[src/rtl/add_pkg.sv]
// ============================================================================
// Module   : add_pkg
// Brief    : Shared constants, FSM state type and counter-width helper for the
//            batch accumulator.
// Revision : 1.0
// ============================================================================
`default_nettype none

package add_pkg;

    localparam int c_DATA_W = 8;
    localparam int c_ACC_W  = 16;
    localparam int c_BATCH  = 4;

    typedef enum logic [0:0] {
        ACCUM = 1'b0,
        DONE  = 1'b1
    } state_t;

    // Wide enough to hold every count from 0 to batch inclusive.
    function automatic int cnt_width(input int batch);
        return $clog2(batch + 1);
    endfunction

endpackage

`default_nettype wire

[src/rtl/add8_core.sv]
// ============================================================================
// Module   : add8_core
// Brief    : Combinational DATA_W-bit ripple-carry adder (a + b + cin).
// Revision : 1.0
// ============================================================================
`default_nettype none

module add8_core
    import add_pkg::*;
#(
    parameter int DATA_W = c_DATA_W
) (
    input  logic [DATA_W-1:0] i_a,
    input  logic [DATA_W-1:0] i_b,
    input  logic              i_cin,
    output logic [DATA_W-1:0] o_sum,
    output logic              o_cout
);

    logic [DATA_W:0] w_carry;

    assign w_carry[0] = i_cin;

    generate
        for (genvar i = 0; i < DATA_W; i++) begin : g_bit
            assign o_sum[i]       = i_a[i] ^ i_b[i] ^ w_carry[i];
            assign w_carry[i + 1] = (i_a[i] & i_b[i]) | (w_carry[i] & (i_a[i] ^ i_b[i]));
        end
    endgenerate

    assign o_cout = w_carry[DATA_W];

endmodule

`default_nettype wire

[src/rtl/add_batch_accum.sv]
// ============================================================================
// Module   : add_batch_accum
// Brief    : Accepts BATCH operand pairs, sums each through add8_core and
//            presents the accumulated total on a valid/ready handshake.
//            Build option ADD_ACCUM_SATURATE_EN: clamp on overflow instead of wrap.
// Revision : 1.0
// ============================================================================
`default_nettype none

module add_batch_accum
    import add_pkg::*;
#(
    parameter  int DATA_W = c_DATA_W,
    parameter  int ACC_W  = c_ACC_W,
    parameter  int BATCH  = c_BATCH,
    localparam int CNT_W  = cnt_width(BATCH)
) (
    input  logic              clk,
    input  logic              rst_n,
    input  logic              clear,
    input  logic              in_valid,
    output logic              in_ready,
    input  logic [DATA_W-1:0] a,
    input  logic [DATA_W-1:0] b,
    input  logic              cin,
    output logic              out_valid,
    input  logic              out_ready,
    output logic [ACC_W-1:0]  acc_out,
    output logic              ovf,
    output logic [CNT_W-1:0]  cnt_out
);

    state_t             r_state;
    state_t             w_state_nxt;
    logic [ACC_W-1:0]   r_acc;
    logic               r_ovf;
    logic [CNT_W-1:0]   r_cnt;

    logic [DATA_W-1:0]  w_sum;
    logic               w_cout;
    logic [ACC_W-1:0]   w_term;
    logic [ACC_W:0]     w_sum_wide;
    logic               w_acc_carry;
    logic [ACC_W-1:0]   w_acc_nxt;
    logic               w_accept;
    logic               w_last;
    logic               w_consume;

    add8_core #(
        .DATA_W (DATA_W)
    ) u_add (
        .i_a    (a),
        .i_b    (b),
        .i_cin  (cin),
        .o_sum  (w_sum),
        .o_cout (w_cout)
    );

    assign w_accept  = in_valid && (r_state == ACCUM);
    assign w_consume = out_ready && (r_state == DONE);
    assign w_last    = (r_cnt == CNT_W'(BATCH - 1));

    // One extra bit on the add exposes the true overflow of acc + term.
    assign w_term      = ACC_W'({w_cout, w_sum});
    assign w_sum_wide  = {1'b0, r_acc} + {1'b0, w_term};
    assign w_acc_carry = w_sum_wide[ACC_W];

`ifdef ADD_ACCUM_SATURATE_EN
    assign w_acc_nxt = w_acc_carry ? {ACC_W{1'b1}} : w_sum_wide[ACC_W-1:0];
`else
    assign w_acc_nxt = w_sum_wide[ACC_W-1:0];
`endif

    always_ff @(posedge clk or negedge rst_n) begin
        if (!rst_n) begin
            r_state <= ACCUM;
        end else begin
            r_state <= w_state_nxt;
        end
    end

    always_comb begin
        w_state_nxt = r_state;
        if (clear) begin
            w_state_nxt = ACCUM;
        end else begin
            case (r_state)
                ACCUM:   if (w_accept && w_last) w_state_nxt = DONE;
                DONE:    if (out_ready)          w_state_nxt = ACCUM;
                default: w_state_nxt = ACCUM;
            endcase
        end
    end

    always_comb begin
        in_ready  = 1'b0;
        out_valid = 1'b0;
        case (r_state)
            ACCUM:   in_ready  = 1'b1;
            DONE:    out_valid = 1'b1;
            default: in_ready  = 1'b0;
        endcase
    end

    always_ff @(posedge clk or negedge rst_n) begin
        if (!rst_n) begin
            r_acc <= '0;
            r_cnt <= '0;
            r_ovf <= 1'b0;
        end else if (clear || w_consume) begin
            r_acc <= '0;
            r_cnt <= '0;
            r_ovf <= 1'b0;
        end else if (w_accept) begin
            r_acc <= w_acc_nxt;
            r_cnt <= r_cnt + CNT_W'(1);
            r_ovf <= r_ovf | w_acc_carry;
        end
    end

    assign acc_out = r_acc;
    assign ovf     = r_ovf;
    assign cnt_out = r_cnt;

endmodule

`default_nettype wire
[config.mk]
export PLATFORM = sky130hd
export DESIGN_NAME = add_batch_accum
export DESIGN_NICKNAME = d
export VERILOG_FILES = /design/src/rtl/add_pkg.sv /design/src/rtl/add8_core.sv /design/src/rtl/add_batch_accum.sv
export SDC_FILE = /design/constraint.sdc
export NUM_CORES = 1
export LEC_CHECK = 0
export CAP_MARGIN = 15
export CORE_ASPECT_RATIO = 0.5
export CORE_MARGIN = 2
export CORE_UTILIZATION = 45
export CTS_CLUSTER_SIZE = 8
export DETAILED_ROUTE_END_ITERATION = 7
export GPL_TIMING_DRIVEN = 0
export PLACE_DENSITY_LB_ADDON = 0.2
export SLEW_MARGIN = 10
export SYNTH_ARGS = -nofsm -noshare
export SYNTH_HDL_FRONTEND = slang
export SYNTH_SLANG_ARGS = --single-unit
[constraint.sdc]
create_clock -name clk -period 1.9 [get_ports clk]
set_input_delay 0.38 -clock clk [delete_from_list [all_inputs] [get_ports clk]]
set_output_delay 0.38 -clock clk [all_outputs]
set_load 0.05 [all_outputs]
==> results.md <==
- Reg-to-reg slack, setup: -0.24 ns
- Flops & latches, synth: 21
- Reg2reg start: acc_out[0]
- Root Driver: clkbuf_8
- Syn avg cell area: 9.05 um^2
- Vias: 1643
- Fraction of registers with async set/reset: 1.00
- Largest net degree at the start of global routing: 22
- CP most frequent cell: fa_2
- RR Endpoint: acc_out[10]
- Crit Path Category: in2reg
- Worst EP arrival: 4.76 ns
- Row count: 15
- CTS H-tree depth: 1
- Final setup viols: 15
- ANT cells: 0
- Max-slew headroom: 0.334
- First-pass GRT wire length: roughly 7 mm
- CTS buffer count: 3
- Number of enable flip-flop cells after synthesis: 0
- Antenna violations before repair: 0
- Post-synth top flop: dfrtp_1
- Worst skew pair latency: between 0.2 and 0.3 ns
- Worst r2r path cells: 9
- Final Util: 0.720
- Die extent in y: between 40 and 50 um
- Avg WL per Cell: 15.2 um
- Buffers on Ports: 42
- Vias in the first global route: 1546
- Crit-path max FO: 3
- CP endpoint kind: flip-flop
- Slowest CP cell: fa_2
- Worst setup path endpoint: acc_out[10]
- Crit path max-delay family: adder cells
- Final Max Tran Viols: 0
- Lkg Pwr: between 0.001 and 0.0015 uW
- Starting density of the core: 0.487
- Max Cap Viol: 0
- Initial DRC count: 84
- Cells after synthesis: between 150 and 200
- Crit-path max cell delay: ~0.46 ns
- Post-DRT Antenna Nets: 0
- Startpoint Class: primary input
- Total die area: 4410 um^2
- Max Clk Rate: around 220 MHz
- Clock Path Buffers: 2
- Gpl congestion: about 0.85
- Nets: 290
- Die X: between 90 and 100 um
- # fillers: 285
- Area grow syn2layout: 47.7%
- Yosys cell types: 39
- Worst path cell trace: buf_6 > inv_4 > fa_2 > fa_2 > fa_2 > fa_2 > fa_2 > fa_2 > fa_2 > inv_2 > fa_2 > ha_4 > nand4_1 > a211oi_2 > buf_4 > o21ai_2 > xor2_1 > nor2_1
- Setup ws final: -2.72 ns
- Core footprint: 3570 um^2
- Worst EP required: 2.04 ns
- Drt pass-1 iters: 4
- DRC violations left: 0
- Worst hold path type: in2reg
- Overall Power: 2470 uW
- Outcome: finished, violations left
- Setup WS pre-CTS: -3.42 ns
- Clock sinks: 21
- Wire length after detailed routing: ~4.5 mm
- RSZ-0062 raised after global routing: yes
- Critical path buffers and inverters: 4
- Tcrit/Tclk final: 2.43
- VDD IR max: about 0.8 mV
- Crit path launch: b[0]
- Io pins: 44
- CTS tree: built
- Gr usage total: 0.213
- Power per Cell Area: just under 1000 nW/um^2
- Slew at the pin with the worst max-slew slack: 0.996 ns
- Post-route minimum period: 4.62 ns
- Clock skew: 0.00325 ns
- Failing checks: negative setup slack
- Post-synthesis sequential area ratio: 0.302
- HPWL Detailed: 3.23 mm
- Grt total ovfl: 0
- Via density: 5.53
- Yosys warnings: 0
- Hold Fails Final Rpt: 0
- Clk slew on worst S/H paths: around 0.090 ns
- Synth Cell Area: 1740 um^2
- Critical path depth: 18
- Post-Syn Nets: 235
- Share of layout cells above drive strength 1: 0.301
-- sequential cells by signal, summed over array words and instances, names as in the netlist --
| signal | cells |
|---|---|
| acc_out | 16 |
| cnt_out | 3 |
| ovf | 1 |
| r_state | 1 |
-- logic make-up after synthesis --
family	count (synthesis)	share of synthesized area
compound gates	51	0.212
flops	21	0.302
fa+ha+maj	21	0.190
mux	1	0.00576
simple gates	52	0.159
buf+inv	37	0.0850
xor+xnor	9	0.0454
-- cells in the final DEF (no fill, tap or decap), types with 8 or more instances in the layout --
| cell | Yosys | routed |
|---|---|---|
| fa_2 | 0 | 8 |
| a21oi_1 | 17 | 10 |
| inv_1 | 28 | 18 |
| inv_2 | 0 | 8 |
| nand2_1 | 11 | 11 |
| dlygate4sd2_1 | 0 | 14 |
| clkdlybuf4s50_1 | 0 | 21 |
| nand3_1 | 9 | 9 |
| dfrtp_1 | 21 | 21 |
| nor2_1 | 11 | 10 |
-- synth_stat cells, types with 3 or more instances --
cell | instances | area share
ha_1 | 12 | 0.086
a21oi_1 | 17 | 0.049
nand2b_1 | 3 | 0.011
nand4b_1 | 3 | 0.015
and3_1 | 3 | 0.011
nor2_1 | 11 | 0.024
o21ai_0 | 4 | 0.012
o211ai_1 | 4 | 0.017
dfrtp_1 | 21 | 0.30
buf_2 | 7 | 0.020
inv_1 | 28 | 0.060
fa_1 | 9 | 0.10
xor2_1 | 7 | 0.035
nand2_1 | 11 | 0.024
nand3_1 | 9 | 0.026
a211oi_1 | 3 | 0.013
o31ai_1 | 5 | 0.022
a21o_1 | 4 | 0.017
nand4_1 | 3 | 0.011
-- worst min-delay path by stage --
stage	from	endpoint	slack, ns	cells past startpoint
after floorplan	rst_n	acc_out[0]	0.08	0
after global placement	ovf	ovf	0.46	2
after detailed placement	ovf	ovf	0.50	2
after CTS	clear	acc_out[7]	0.45	2
after global routing	clear	acc_out[7]	0.48	2
final	clear	acc_out[6]	0.47	2
-- cell type report --
| class | instances | area, um^2 | area share |
|---|---|---|---|
| plain buffers | 9 | 48.8 | 0.0190 |
| clock inverters | 1 | 5.00 | 0.00195 |
| multi-input cells | 134 | 1280 | 0.500 |
| flip-flops and latches | 21 | 526 | 0.205 |
| repair buffers | 50 | 484 | 0.189 |
| clock buffers | 3 | 41.3 | 0.0161 |
| well taps | 51 | 63.8 | 0.0249 |
| inverters | 28 | 115 | 0.0449 |
-- routing by layer --
| metal | global-route usage | share of wire |
|---|---|---|
| met1 | 0.275 | 0.46 |
| met5 | 0 | 0 |
| met3 | 0.0457 | 0.053 |
| met4 | 0.0627 | 0.011 |
| met2 | 0.381 | 0.48 |
-- through the flow --
step	std cells	hold slack [ns]	TNS [ns]	instance area, um^2
global placement	285	0.465	-42.41	2360
detailed placement	285	0.502	-43.04	2360
floorplan	192	0.0844	-30.81	1870
global route	297	0.481	-32.99	2570
CTS	293	0.450	-32.09	2440
finish	297	0.474	-30.99	2570
-- report_power, final --
group | internal (uW) | switching (uW)
Sequential | 511 | 73.3
Clock | 147 | 173
Combinational | 682 | 882
-- what timing repair did --
action / 4_1_cts / 5_1_grt
hold buffers: 0 / 0
setup buffers: 4 / 4
gates resized for setup: 38 / 22
endpoints found under the setup margin: 28 / 19
pin swaps: 22 / 23
hold endpoints to repair: 0 / 0
Note: power is estimated with default switching activity, not from simulation.
